$ cat src/rtl/fifo_arb_pkg.sv
// ============================================================================
//  Module      : fifo_arb_pkg
//  Description : Shared types and sizing helpers for the FIFO write arbiter.
//  Revision    : 1.0 - initial release
// ============================================================================
`default_nettype none

package fifo_arb_pkg;

  typedef enum logic {
    IDLE  = 1'b0,
    BURST = 1'b1
  } arb_state_t;

  // Burst counter must be able to hold BURST_LEN-1.
  function automatic int arb_cnt_w(input int burst_len);
    return (burst_len < 2) ? 1 : $clog2(burst_len + 1);
  endfunction

endpackage

`default_nettype wire

$ cat src/rtl/rr_pick.sv
// ============================================================================
//  Module      : rr_pick
//  Description : Combinational round-robin first-set finder starting at i_ptr.
//  Revision    : 1.0 - initial release
// ============================================================================
`default_nettype none

module rr_pick #(
  parameter int N  = 4,
  parameter int IW = (N > 1) ? $clog2(N) : 1
) (
  input  logic [N-1:0]  i_req,
  input  logic [IW-1:0] i_ptr,
  output logic [IW-1:0] o_idx,
  output logic          o_found
);

  logic [IW-1:0] w_cand;

  // Walk offsets from farthest to nearest so the nearest set bit wins.
  always_comb begin
    o_idx   = '0;
    o_found = 1'b0;
    w_cand  = '0;
    for (int k = N - 1; k >= 0; k--) begin
      w_cand = IW'((int'(i_ptr) + k) % N);
      if (i_req[w_cand]) begin
        o_idx   = w_cand;
        o_found = 1'b1;
      end
    end
  end

endmodule

`default_nettype wire

$ cat src/rtl/fifo_write_arbiter.sv
// ============================================================================
//  Module      : fifo_write_arbiter
//  Description : Round-robin, burst-locked arbiter sharing one FIFO write port.
//                Optional per-requester word counters under FIFO_ARB_STATS_EN.
//  Revision    : 1.0 - initial release
// ============================================================================
`default_nettype none

module fifo_write_arbiter
  import fifo_arb_pkg::*;
#(
  parameter int NUM_REQ    = 4,
  parameter int DATA_WIDTH = 16,
  parameter int BURST_LEN  = 4
) (
  input  logic                          clk,
  input  logic                          rst,
  input  logic [NUM_REQ-1:0]            req_valid,
  input  logic [NUM_REQ*DATA_WIDTH-1:0] req_data,
  output logic [NUM_REQ-1:0]            req_ready,
  input  logic                          Full,
  output logic                          Write_EN,
  output logic [DATA_WIDTH-1:0]         write_data,
  output logic [$clog2(NUM_REQ)-1:0]    grant_id,
  output logic                          busy
`ifdef FIFO_ARB_STATS_EN
  ,
  output logic [NUM_REQ*16-1:0]         grant_cnt
`endif
);

  localparam int c_id_w  = $clog2(NUM_REQ);
  localparam int c_cnt_w = arb_cnt_w(BURST_LEN);
  localparam logic [c_cnt_w-1:0] c_last_beat = c_cnt_w'(BURST_LEN - 1);
  localparam logic [c_id_w-1:0]  c_max_id    = c_id_w'(NUM_REQ - 1);

  arb_state_t          r_state, w_state_nxt;
  logic [c_id_w-1:0]   r_owner, w_owner_nxt;
  logic [c_id_w-1:0]   r_rr_ptr, w_rr_ptr_nxt;
  logic [c_cnt_w-1:0]  r_burst_cnt, w_burst_cnt_nxt;
  logic [c_id_w-1:0]   w_pick_idx;
  logic [c_id_w-1:0]   w_owner_inc;
  logic                w_found;
  logic                w_owner_valid;
  logic                w_we;
  logic                w_burst_end;

  rr_pick #(
    .N  (NUM_REQ),
    .IW (c_id_w)
  ) u_rr_pick (
    .i_req   (req_valid),
    .i_ptr   (r_rr_ptr),
    .o_idx   (w_pick_idx),
    .o_found (w_found)
  );

  assign w_owner_valid = req_valid[r_owner];
  assign w_we          = (r_state == BURST) && w_owner_valid && !Full;
  // Full alone never ends a burst; only a dropped valid or the last beat does.
  assign w_burst_end   = (r_state == BURST) &&
                         (!w_owner_valid || (w_we && (r_burst_cnt == c_last_beat)));
  assign w_owner_inc   = (r_owner == c_max_id) ? '0 : r_owner + 1'b1;

  assign Write_EN   = w_we;
  assign write_data = req_data[int'(r_owner)*DATA_WIDTH +: DATA_WIDTH];
  assign grant_id   = r_owner;
  assign busy       = (r_state == BURST);

  always_comb begin
    req_ready = '0;
    if (w_we) begin
      req_ready[r_owner] = 1'b1;
    end
  end

  always_ff @(posedge clk or posedge rst) begin
    if (rst) begin
      r_state     <= IDLE;
      r_owner     <= '0;
      r_rr_ptr    <= '0;
      r_burst_cnt <= '0;
    end else begin
      r_state     <= w_state_nxt;
      r_owner     <= w_owner_nxt;
      r_rr_ptr    <= w_rr_ptr_nxt;
      r_burst_cnt <= w_burst_cnt_nxt;
    end
  end

  always_comb begin
    w_state_nxt     = r_state;
    w_owner_nxt     = r_owner;
    w_rr_ptr_nxt    = r_rr_ptr;
    w_burst_cnt_nxt = r_burst_cnt;
    case (r_state)
      IDLE: begin
        if (w_found) begin
          w_owner_nxt     = w_pick_idx;
          w_burst_cnt_nxt = '0;
          w_state_nxt     = BURST;
        end
      end
      BURST: begin
        if (w_we) begin
          w_burst_cnt_nxt = r_burst_cnt + 1'b1;
        end
        if (w_burst_end) begin
          w_rr_ptr_nxt = w_owner_inc;
          w_state_nxt  = IDLE;
        end
      end
      default: begin
        w_state_nxt = IDLE;
      end
    endcase
  end

`ifdef FIFO_ARB_STATS_EN
  generate
    for (genvar gi = 0; gi < NUM_REQ; gi++) begin : g_stats
      logic [15:0] r_word_cnt;

      always_ff @(posedge clk or posedge rst) begin
        if (rst) begin
          r_word_cnt <= '0;
        end else if (req_ready[gi] && (r_word_cnt != 16'hFFFF)) begin
          r_word_cnt <= r_word_cnt + 16'd1;
        end
      end

      assign grant_cnt[gi*16 +: 16] = r_word_cnt;
    end
  endgenerate
`endif

endmodule

`default_nettype wire

$ cat config.mk
export PLATFORM = sky130hd
export DESIGN_NAME = fifo_write_arbiter
export DESIGN_NICKNAME = d
export VERILOG_FILES = /design/src/rtl/fifo_arb_pkg.sv /design/src/rtl/rr_pick.sv /design/src/rtl/fifo_write_arbiter.sv
export SDC_FILE = /design/constraint.sdc
export NUM_CORES = 1
export LEC_CHECK = 0
export CORE_ASPECT_RATIO = 1.4
export CORE_MARGIN = 2
export CORE_UTILIZATION = 32
export CTS_BUF_LIST = sky130_fd_sc_hd__clkbuf_16
export DETAILED_ROUTE_END_ITERATION = 6
export GPL_TIMING_DRIVEN = 0
export PLACE_DENSITY = 0.92
export SLEW_MARGIN = 20
export SYNTH_ARGS = -nofsm -noshare
export SYNTH_HDL_FRONTEND = slang
export SYNTH_SLANG_ARGS = --single-unit
$ cat constraint.sdc
create_clock -name clk -period 2.8 [get_ports clk]
set_input_delay 0.56 -clock clk [delete_from_list [all_inputs] [get_ports clk]]
set_output_delay 0.56 -clock clk [all_outputs]
set_load 0.02 [all_outputs]
## Word-level counts from Yosys, hierarchy flattened

Index checks and enable logic that the tools add are counted.

| cells by class | value |
|---|---|
| equality and inequality tests | 4 |
| mux-type cells | 28 |
| $add $sub $neg | 5 |
| $lt $le $gt $ge | 6 |
| bitwise gates (word level) | 1 |
| shifts and indexed selects | 1 |
| reduce and logical (&&, ||, !) cells | 11 |

Operator list:

| operator | number |
|---|---|
| $shiftx 64x7->16 | 1 |
| $lt 2x3->1 const B | 5 |
| $mux 1 | 12 |
| $bmux 1 s2 | 5 |
| $mux 2 | 5 |
| $mux 3 | 2 |
| $pmux 3 s2 | 1 |
| $reduce_and 2->1 | 3 |
| $logic_and 1x1->1 | 5 |
| $add 2x1->2 const B | 2 |
| $add 2x2->2 const B | 2 |
| $mux 4 | 1 |
| $ne 2x1->1 const B | 2 |
| $add 3x1->3 const B | 1 |
| $eq 3x2->1 const B | 1 |
| $demux 1 s2 | 1 |
| $eq 2x2->1 const B | 1 |
| $ge 2x1->1 const B | 1 |
| $logic_not 1->1 | 2 |
| $pmux 1 s2 | 1 |
| $logic_or 1x1->1 | 1 |
| $not 1->1 | 1 |

| word-level totals | value |
|---|---|
| logic and storage cells | 60 |
| flip-flop bits (word level) | 8 |
| output and inout port bits | 24 |

## Depth between registers and ports, before layout

Gate-level depths: netlist (run 1).

| logic depth | value |
|---|---|
| depth after elaboration | 9 |
| gate-level depth with buffers | 5 |

## Modules after synthesis

From an unflattened synthesis (run 1), not the netlist that was laid out.

| second synthesis, totals | value |
|---|---|
| cell total of the unflattened synthesis | 81 |
| area, all modules | 1003.5 um^2 |

By module, submodules not included:

| module | times used | area an instance (um^2) | cells an instance |
|---|---|---|---|
| fifo_write_arbiter | 1 | 925.9 | 68 |
| rr_pick | 1 | 77.6 | 13 |

## Worst setup path after synthesis (run 1)

Ideal clock, no wire load.

| path | value |
|---|---|
| path kind | register to output |
| start point | register r_owner[0], in the netlist grant_id[0] |
| end point | output req_ready[0] |
| arrival time | 1611 ps |
| cell stages (with the launch flop) | 4 |
| required time | 2240 ps |
| slack | 629 ps |
| cells stage by stage | dfrtp_1 -> mux4_2 -> nor3b_4 -> and2_1 |

| between the ends | value |
|---|---|
| word-level cells in the longest chain between the ends | 5 |
| elaborated cells between the ends (all ways) | 10 |

Ends and longest elaborated chain:

| item | line | source |
|---|---|---|
| from (decl) | fifo_write_arbiter.sv:38 | `logic [c_id_w-1:0] r_owner, w_owner_nxt;` |
| from (signal assigned) | fifo_write_arbiter.sv:85 | `r_owner <= w_owner_nxt;` |
| $bmux 1 s2 | fifo_write_arbiter.sv:58 | `assign w_owner_valid = req_valid[r_owner];` |
| $mux 1 (not written as such) | fifo_write_arbiter.sv:58 |  |
| $logic_and 1x1->1 (2 in series) | fifo_write_arbiter.sv:59 | `assign w_we = (r_state == BURST) && w_owner_valid && !Full;` |
| named net Write_EN | fifo_write_arbiter.sv:22 | `output logic Write_EN,` |
| $mux 4 | fifo_write_arbiter.sv:72 | `if (w_we) begin` |
| to (decl) | fifo_write_arbiter.sv:20 | `output logic [NUM_REQ-1:0] req_ready,` |

The timed path passes the listed nets, and every way through them passes these cells. The select of a mux whose other input is x is not followed.

## Final worst setup path (run 1)

| path | value |
|---|---|
| start point | register r_owner[1], in the netlist grant_id[1] |
| end point | output write_data[15] |

| between the ends | value |
|---|---|
| word-level cells in the longest chain between the ends | 1 |

Ends and longest elaborated chain:

| item | line | source |
|---|---|---|
| $shiftx 64x7->16 | fifo_write_arbiter.sv:66 | `assign write_data = req_data[int'(r_owner)*DATA_WIDTH +: DATA_WIDTH];` |
| to (decl) | fifo_write_arbiter.sv:23 | `output logic [DATA_WIDTH-1:0] write_data,` |

Every way passes these cells.

==> results.md, run 1 <==
- Initial antenna violation count: 0
- Synth cell types: 26
- Max Slew Vio Count: 0
- WS Path Type: reg -> out
- Crit path capture type: output port
- Synth top area share: 0.398
- Total GRT Usage: 0.213
- Most common cell after layout, fill and taps aside: clkdlybuf4s50_1
- Detail Route Antenna Nets: 0
- Skew final: approximately 0.00083 ns
- Clock Path Buffers: 2
- Core ar.: 0.00288 mm²
- Post-DP Area: roughly 0.002 mm²
- #FFs+latches synth: 8
- MaxCap Viol Count: 0
- Worst-Margin Slew: roughly 0.84 ns
- Clk_lat worst skew: 0.23 ns
- Pre-CTS setup slack: -0.372 ns
- Fill count: between 200 and 250
- Syn_nets: between 150 and 200
- First DRT Iteration DRCs: 15
- Post-synthesis xor/xnor area fraction: 0
- Pwr/cell area: a little over 800 mW/mm²
- Design Area, Final: a little over 0.002 mm²
- Die area: roughly 0.0035 mm²
- Leak: between 0.8 and 0.9 nW
- Max VDD drop: around 0.59 mV
- Fin nets: 258
- Outcome: complete, no violations
- # IOs: 95
- Diode count: 0
- WHS Path Cells: 1
- Detailed placement HPWL: 3130 µm
- Unrepaired setup endpoints after global routing: false
- Vias: ~1.2k
- Initial core utilization: 0.334
- DR WL/cell: between 15 and 20 µm
- Worst EP required: around 2.2 ns
- Area Growth Syn to Fin: 114%
- Compound-Gate Fraction of Synth Area: 0.0845
- Most frequent cells in the layout: clkdlybuf4s50_1, mux4_2, dlygate4sd2_1
- GRT overflow: 0
- I/O Buffers: 94
- CTS buffer count: 3
- Mux cell area share after synthesis: 0.463
- Hold_buf cts: 0
- First-pass GRT wire length: between 5000 and 6000 µm
- Root Driver: clkbuf_16
- Main combinational cell family by area after synthesis: multiplexers
- Post-synthesis sequential area ratio: 0.208
- Share of post-route cells with drive strength above 1: 0.179
- Post-Syn Area per Cell: 12.3 µm²
- Final min period: around 2.7 ns
- DRC violations left: 0
- Max-slew headroom: 0.436
- Mapped cell area: about 960 µm²
- Drt first pass iters: 4
- CTS tree: built
- Die Y-Extent: slightly below 70 µm
- PnR worst setup slack: roughly 0.15 ns
- Die X: 50.3 µm
- Clock transition at path regs: ~0.040 ns
- Post-Synthesis Cells: just under 80
- Final period utilization: 0.948
- Arr. time, crit path: around 2.1 ns
- Routed vias/inst: roughly 5.3
- Synth Area in Simple Gates: 0.109
- Number of global-route vias before repair: ~1.2k
- Final WL: between 3000 and 4000 µm
- CTS H-Tree Depth: 1
- Pin count of the biggest net entering global routing: 11
- HP Class: reg -> reg
- Max Fclk: ~380 MHz
- Hold Fails Final Rpt: 0
- Synth area leader: mux4_2
- Finish-stage setup viols: 0
- Sink Count: 8
- Row cnt: 23
- Synth Area in Adders: 0.0780
- Yosys warns: 0
- Routability cong.: 0.920
- Synth top area cells: mux4_2, dfrtp_1, ha_1, mux2i_1, inv_1
- Startpoint Class: flip-flop
- Reg2Reg Depth: 4
- Worst-path fanout max: 10
-- flip-flops by register name, indices dropped and copies added (netlist names) --
register and count:
r_burst_cnt 3, grant_id 2, r_rr_ptr 2, busy 1
-- final timing paths --
check | startpoint | endpoint | slack, ns
min in group asynchronous | rst | busy | 0.57
setup / recovery | grant_id[1] | write_data[15] | 0.15
hold reg to reg | r_burst_cnt[0] | r_burst_cnt[0] | 0.49
setup reg to reg | grant_id[1] | r_rr_ptr[0] | 1.00
hold / removal | r_burst_cnt[0] | r_burst_cnt[0] | 0.49
max in group asynchronous | rst | grant_id[0] | 2.00
-- layout make-up --
type | count | area (µm²) | area share
repair buffers | 98 | 963 | 0.469
multi-input cells | 58 | 707 | 0.344
flip-flops and latches | 8 | 201 | 0.0980
clock buffers | 3 | 75.1 | 0.0365
well taps | 37 | 46.3 | 0.0225
plain buffers | 4 | 32.5 | 0.0158
inverters | 8 | 30.0 | 0.0146
-- critical path: stages, from the launching register on --
cell	delay, ns
dfrtp_1	0.43
buf_2	0.28
buf_2	0.28
mux4_2	0.32
clkdlybuf4s50_1	0.55
-- per-stage QoR --
stage | instances | utilization | power (W) | setup TNS (ns) | hold slack [ns]
CTS | 216 | 0.711 | 0.00170 | 0 | 0.494
floorplan | 78 | - | 0.000947 | 0 | 0.376
global route | 216 | 0.714 | 0.00181 | 0 | 0.511
global placement | 209 | 0.677 | 0.00141 | -1.33 | 0.463
detailed placement | 209 | 0.677 | 0.00145 | -1.51 | 0.487
finish | 216 | 0.714 | 0.00169 | 0 | 0.489
-- per-layer routing --
metal	vias up	routed length [µm]	global-route usage
met5	-	0	0
li1	515	-	-
met4	0	95	0.0845
met2	70	1970	0.405
met3	9	412	0.0668
met1	557	1230	0.215
-- timing repair --
| item | 4_1_cts | 5_1_grt |
|---|---|---|
| setup buffers | 4 | 0 |
| endpoints found under the setup margin | 12 | 8 |
| pin swaps | 0 | 0 |
| gates resized for setup | 11 | 4 |
-- cells in the mapped netlist --
| cell type | number |
|---|---|
| and2_1 | 3 |
| o21ai_0 | 5 |
| inv_1 | 8 |
| mux2i_1 | 4 |
| o41ai_1 | 1 |
| and4b_1 | 1 |
| nor2b_1 | 1 |
| dfrtp_1 | 8 |
| mux2_1 | 1 |
| nand2_1 | 2 |
| nand2b_1 | 3 |
| o31ai_1 | 1 |
| mux4_2 | 17 |
| nor4_1 | 1 |
| o21bai_1 | 1 |
| a221oi_1 | 1 |
| or2_2 | 1 |
| buf_4 | 2 |
| nor3b_4 | 1 |
| mux2_2 | 1 |
| buf_2 | 2 |
| nor2_1 | 2 |
| ha_1 | 6 |
| a21oi_1 | 3 |
| nand3_1 | 1 |
| a2111oi_0 | 1 |
-- power by group --
| part | total, W | switching [W] | internal, W |
|---|---|---|---|
| clock network | 0.000239 | 0.0000547 | 0.000184 |
| registers | 0.000237 | 0.0000679 | 0.000169 |
| logic | 0.00122 | 0.000543 | 0.000674 |
| total | 0.00169 | 0.000666 | 0.00103 |
-- cell families after synthesis --
family,Yosys count
DFF,8
buffers and inverters,12
AOI/OAI and AO/OA,13
adders and majority gates,6
muxes,23
and+or+nand+nor,16
Note: power is estimated with default switching activity, not from simulation.
==> inputs of run 2 (changes only) <==
--- a/config.mk
+++ b/config.mk
@@ -7,12 +7,13 @@
 export LEC_CHECK = 0
 export CORE_ASPECT_RATIO = 1.4
 export CORE_MARGIN = 2
-export CORE_UTILIZATION = 32
+export CORE_UTILIZATION = 33
 export CTS_BUF_LIST = sky130_fd_sc_hd__clkbuf_16
 export DETAILED_ROUTE_END_ITERATION = 6
 export GPL_TIMING_DRIVEN = 0
-export PLACE_DENSITY = 0.92
+export PLACE_DENSITY = 0.93
 export SLEW_MARGIN = 20
 export SYNTH_ARGS = -nofsm -noshare
 export SYNTH_HDL_FRONTEND = slang
+export SYNTH_HIERARCHICAL = 1
 export SYNTH_SLANG_ARGS = --single-unit
==> results.md, run 2 <==
- Max VDD drop: 0.735 mV (+25%)
- WS Path Type: reg -> out
- Synth area leader: mux4_2
- Final min period: 2.75 ns (+0.0964 ns)
- Final period utilization: 0.982 (+0.0344)
- Pwr/cell area: 822 mW/mm² (-0.20%)
- MaxCap Viol Count: 0 (unchanged)
- Pin count of the biggest net entering global routing: 11 (unchanged)
- HP Class: reg -> reg
- Clk_lat worst skew: 0.24 ns (about the same)
- Yosys warns: 6 (+6)
- Die Y-Extent: 69.2 µm (+0.53%)
- Crit path capture type: output port
- Clock Power Share: 0.143 (+0.002)
- Top_reg_cell synth: dfrtp_1
- GRT overflow: 0 (unchanged)
- Leak: 0.859 nW (+0.23%)
- Share of post-route cells with drive strength above 1: 0.151 (-0.0279)
- CP peak stage delay: 0.58 ns (+0.03 ns)
- Clock Path Buffers: 2 (unchanged)
- Syn_nets: 158 (+1.9%)
- Synth cell count leaders: mux4_2, dfrtp_1, inv_1, mux4_1, ha_1
- Max Fclk: 364 MHz (-3.5%)
- DRC violations left: 0 (unchanged)
- Detail Route Antenna Nets: 0 (unchanged)
- Final WL: 4200 µm (+13%)
- Buf/Inv on CP: 3 (unchanged)
- PnR worst setup slack: 0.0505 ns (-0.0964 ns)
- Placed insts: 212 (+1.4%)
- Detailed placement HPWL: 3490 µm (+12%)
- Worst-Margin Slew: 0.408 ns (-0.431 ns)
- CTS H-Tree Depth: 1 (unchanged)
- Post-Syn Area per Cell: 12.4 µm² (+0.43%)
- Flop pwr share: 0.132 (-0.008)
- Pre-CTS setup slack: -0.381 ns (-0.00971 ns)
- Clock transition at path regs: 0.04 ns (about the same)
- Worst EP required: 2.24 ns (about the same)
- Diode count: 0 (unchanged)
- CTS buffer count: 3 (unchanged)
- Initial antenna violation count: 0 (unchanged)
- Hold Fails Final Rpt: 0 (unchanged)
- Post-synth EDFFs: 0 (unchanged)
- Internal: 0.00103 W (+0.33%)
- First-pass GRT wire length: 6130 µm (+10%)
- Total Power: 0.00171 W (+0.95%)
- Die X: 50.6 µm (+0.52%)
- Crit path cell chain: buf_6, buf_4, mux4_2, clkdlybuf4s50_1
- Synth cell types: 27 (+3.8%)
- Total GRT Usage: 0.235 (+0.0224)
- # IOs: 95 (unchanged)
- Startpoint Class: flip-flop
- Max Slew Vio Count: 0 (unchanged)
- Arr. time, crit path: 2.19 ns (+0.10 ns)
- Count leader, synth: mux4_2
- Vias: 1161 (+0.87%)
- Area Growth Syn to Fin: 107%
- Layout Cells excl Fill: 216 (unchanged)
- Initial core utilization: 0.349 (+0.0143)
- Most common cell after layout, fill and taps aside: clkdlybuf4s50_1
- FFs w/ async S/R, synth: 1.00 (unchanged)
- Combinational share of power: 0.725 (+0.006)
- CTS tree: built
- Max-slew headroom: 0.728 (+0.292)
- P_sw: 0.000679 W (+1.9%)
- Worst-path fanout max: 10 (unchanged)
- Sw Ratio: 0.397 (+0.00374)
- Finish-stage setup viols: 0 (unchanged)
- DR WL/cell: 19.5 µm (+13%)
- Number of global-route vias before repair: 1254 (+7.4%)
- #FFs+latches synth: 8 (unchanged)
- Skew final: 0.00374 ns (+0.00290 ns)
- Hold_buf cts: 0 (unchanged)
- Reg with most FFs: r_burst_cnt
- Fin nets: 258 (unchanged)
- Cell family with most CP delay: buffers and inverters
- Die area: 0.00350 mm² (+1.0%)
- Mapped cell area: 0.00100 mm² (+4.3%)
- CP max stage cell: clkdlybuf4s50_1
- Post-Synthesis Cells: 81 (+3.8%)
- Root Driver: clkbuf_16
- Outcome: complete, no violations
- Core ar.: 0.00288 mm² (unchanged)
- Synth top area share: 0.224 (-0.173)
- I/O Buffers: 94 (unchanged)
- Routed vias/inst: 5.38 (+0.87%)
- First DRT Iteration DRCs: 18 (+3)
- Synth top area cells: mux4_2, dfrtp_1, mux4_1, ha_1, inv_1
- Row cnt: 23 (unchanged)
- Sink Count: 8 (unchanged)
- Most frequent cells in the layout: clkdlybuf4s50_1, mux4_2, dfrtp_1
- Drt first pass iters: 4 (unchanged)
- Post-synthesis sequential area ratio: 0.200 (-0.00856)
- Routability cong.: 0.796 (-13%)
- Max reg flops: 3 (unchanged)
[run 2: repair_timing]
action                                  4_1_cts  5_1_grt
pin swaps                                     0        0
gates resized for setup                      18        2
endpoints found under the setup margin       14        2
setup buffers                                 1        0
[run 2: cells by family after synthesis]
group,share of synthesized area
adders and majority gates,0.0748
DFF,0.199
buffers and inverters,0.0611
and+or+nand+nor,0.121
AOI/OAI and AO/OA,0.0786
muxes,0.465
[run 2: worst paths after layout]
path,from,to,slack (ns),cells after the start
max in group asynchronous,rst,r_rr_ptr[0],1.98,2
worst max-delay path,grant_id[0],write_data[8],0.05,4
worst min-delay path,r_burst_cnt[2],r_burst_cnt[2],0.55,2
min in group asynchronous,rst,r_burst_cnt[1],0.58,2
worst max register to register,grant_id[0],r_rr_ptr[1],0.83,5
worst min register to register,r_burst_cnt[2],r_burst_cnt[2],0.55,2
[run 2: worst min-delay path: stages (launching register included)]
cell	delay (ns)
dfrtp_1	0.37
nand2b_1	0.08
mux2i_1	0.06
[run 2: metrics by stage]
step / instance area (µm²) / hold slack (ns) / util / TNS (ns)
global placement: 1990 / 0.530 / 0.692 / -1.60
global route: 2080 / 0.569 / 0.723 / -0.0150
CTS: 2070 / 0.558 / 0.721 / 0
floorplan: 1000 / 0.376 / - / 0
finish: 2080 / 0.553 / 0.723 / 0
detailed placement: 1990 / 0.550 / 0.692 / -1.74
[run 2: layout make-up]
cell class / instances / area [µm²]
inverters: 7 / 26.3
plain buffers: 5 / 40.0
clock buffers: 3 / 75.1
multi-input cells: 61 / 742
flip-flops and latches: 8 / 200
fillers: 198 / 798
repair buffers: 95 / 950
well taps: 37 / 46.3
[run 2: power groups by stage]
stage                     combinational [W]  clock (W)  sequential [W]
after detailed placement            0.00123          0        0.000228
final                               0.00124   0.000243        0.000226
after floorplan                    0.000706          0        0.000238
after global placement              0.00120          0        0.000219
after CTS                           0.00125   0.000246        0.000227
after global routing                0.00131   0.000251        0.000234
[run 2: layer usage]
| layer | GRT usage | up-vias | share of wire |
|---|---|---|---|
| met2 | 0.446 | 76 | 0.54 |
| li1 | - | 518 | - |
| met5 | 0 | - | 0 |
| met4 | 0.105 | 0 | 0.023 |
| met3 | 0.0797 | 9 | 0.11 |
| met1 | 0.215 | 558 | 0.33 |
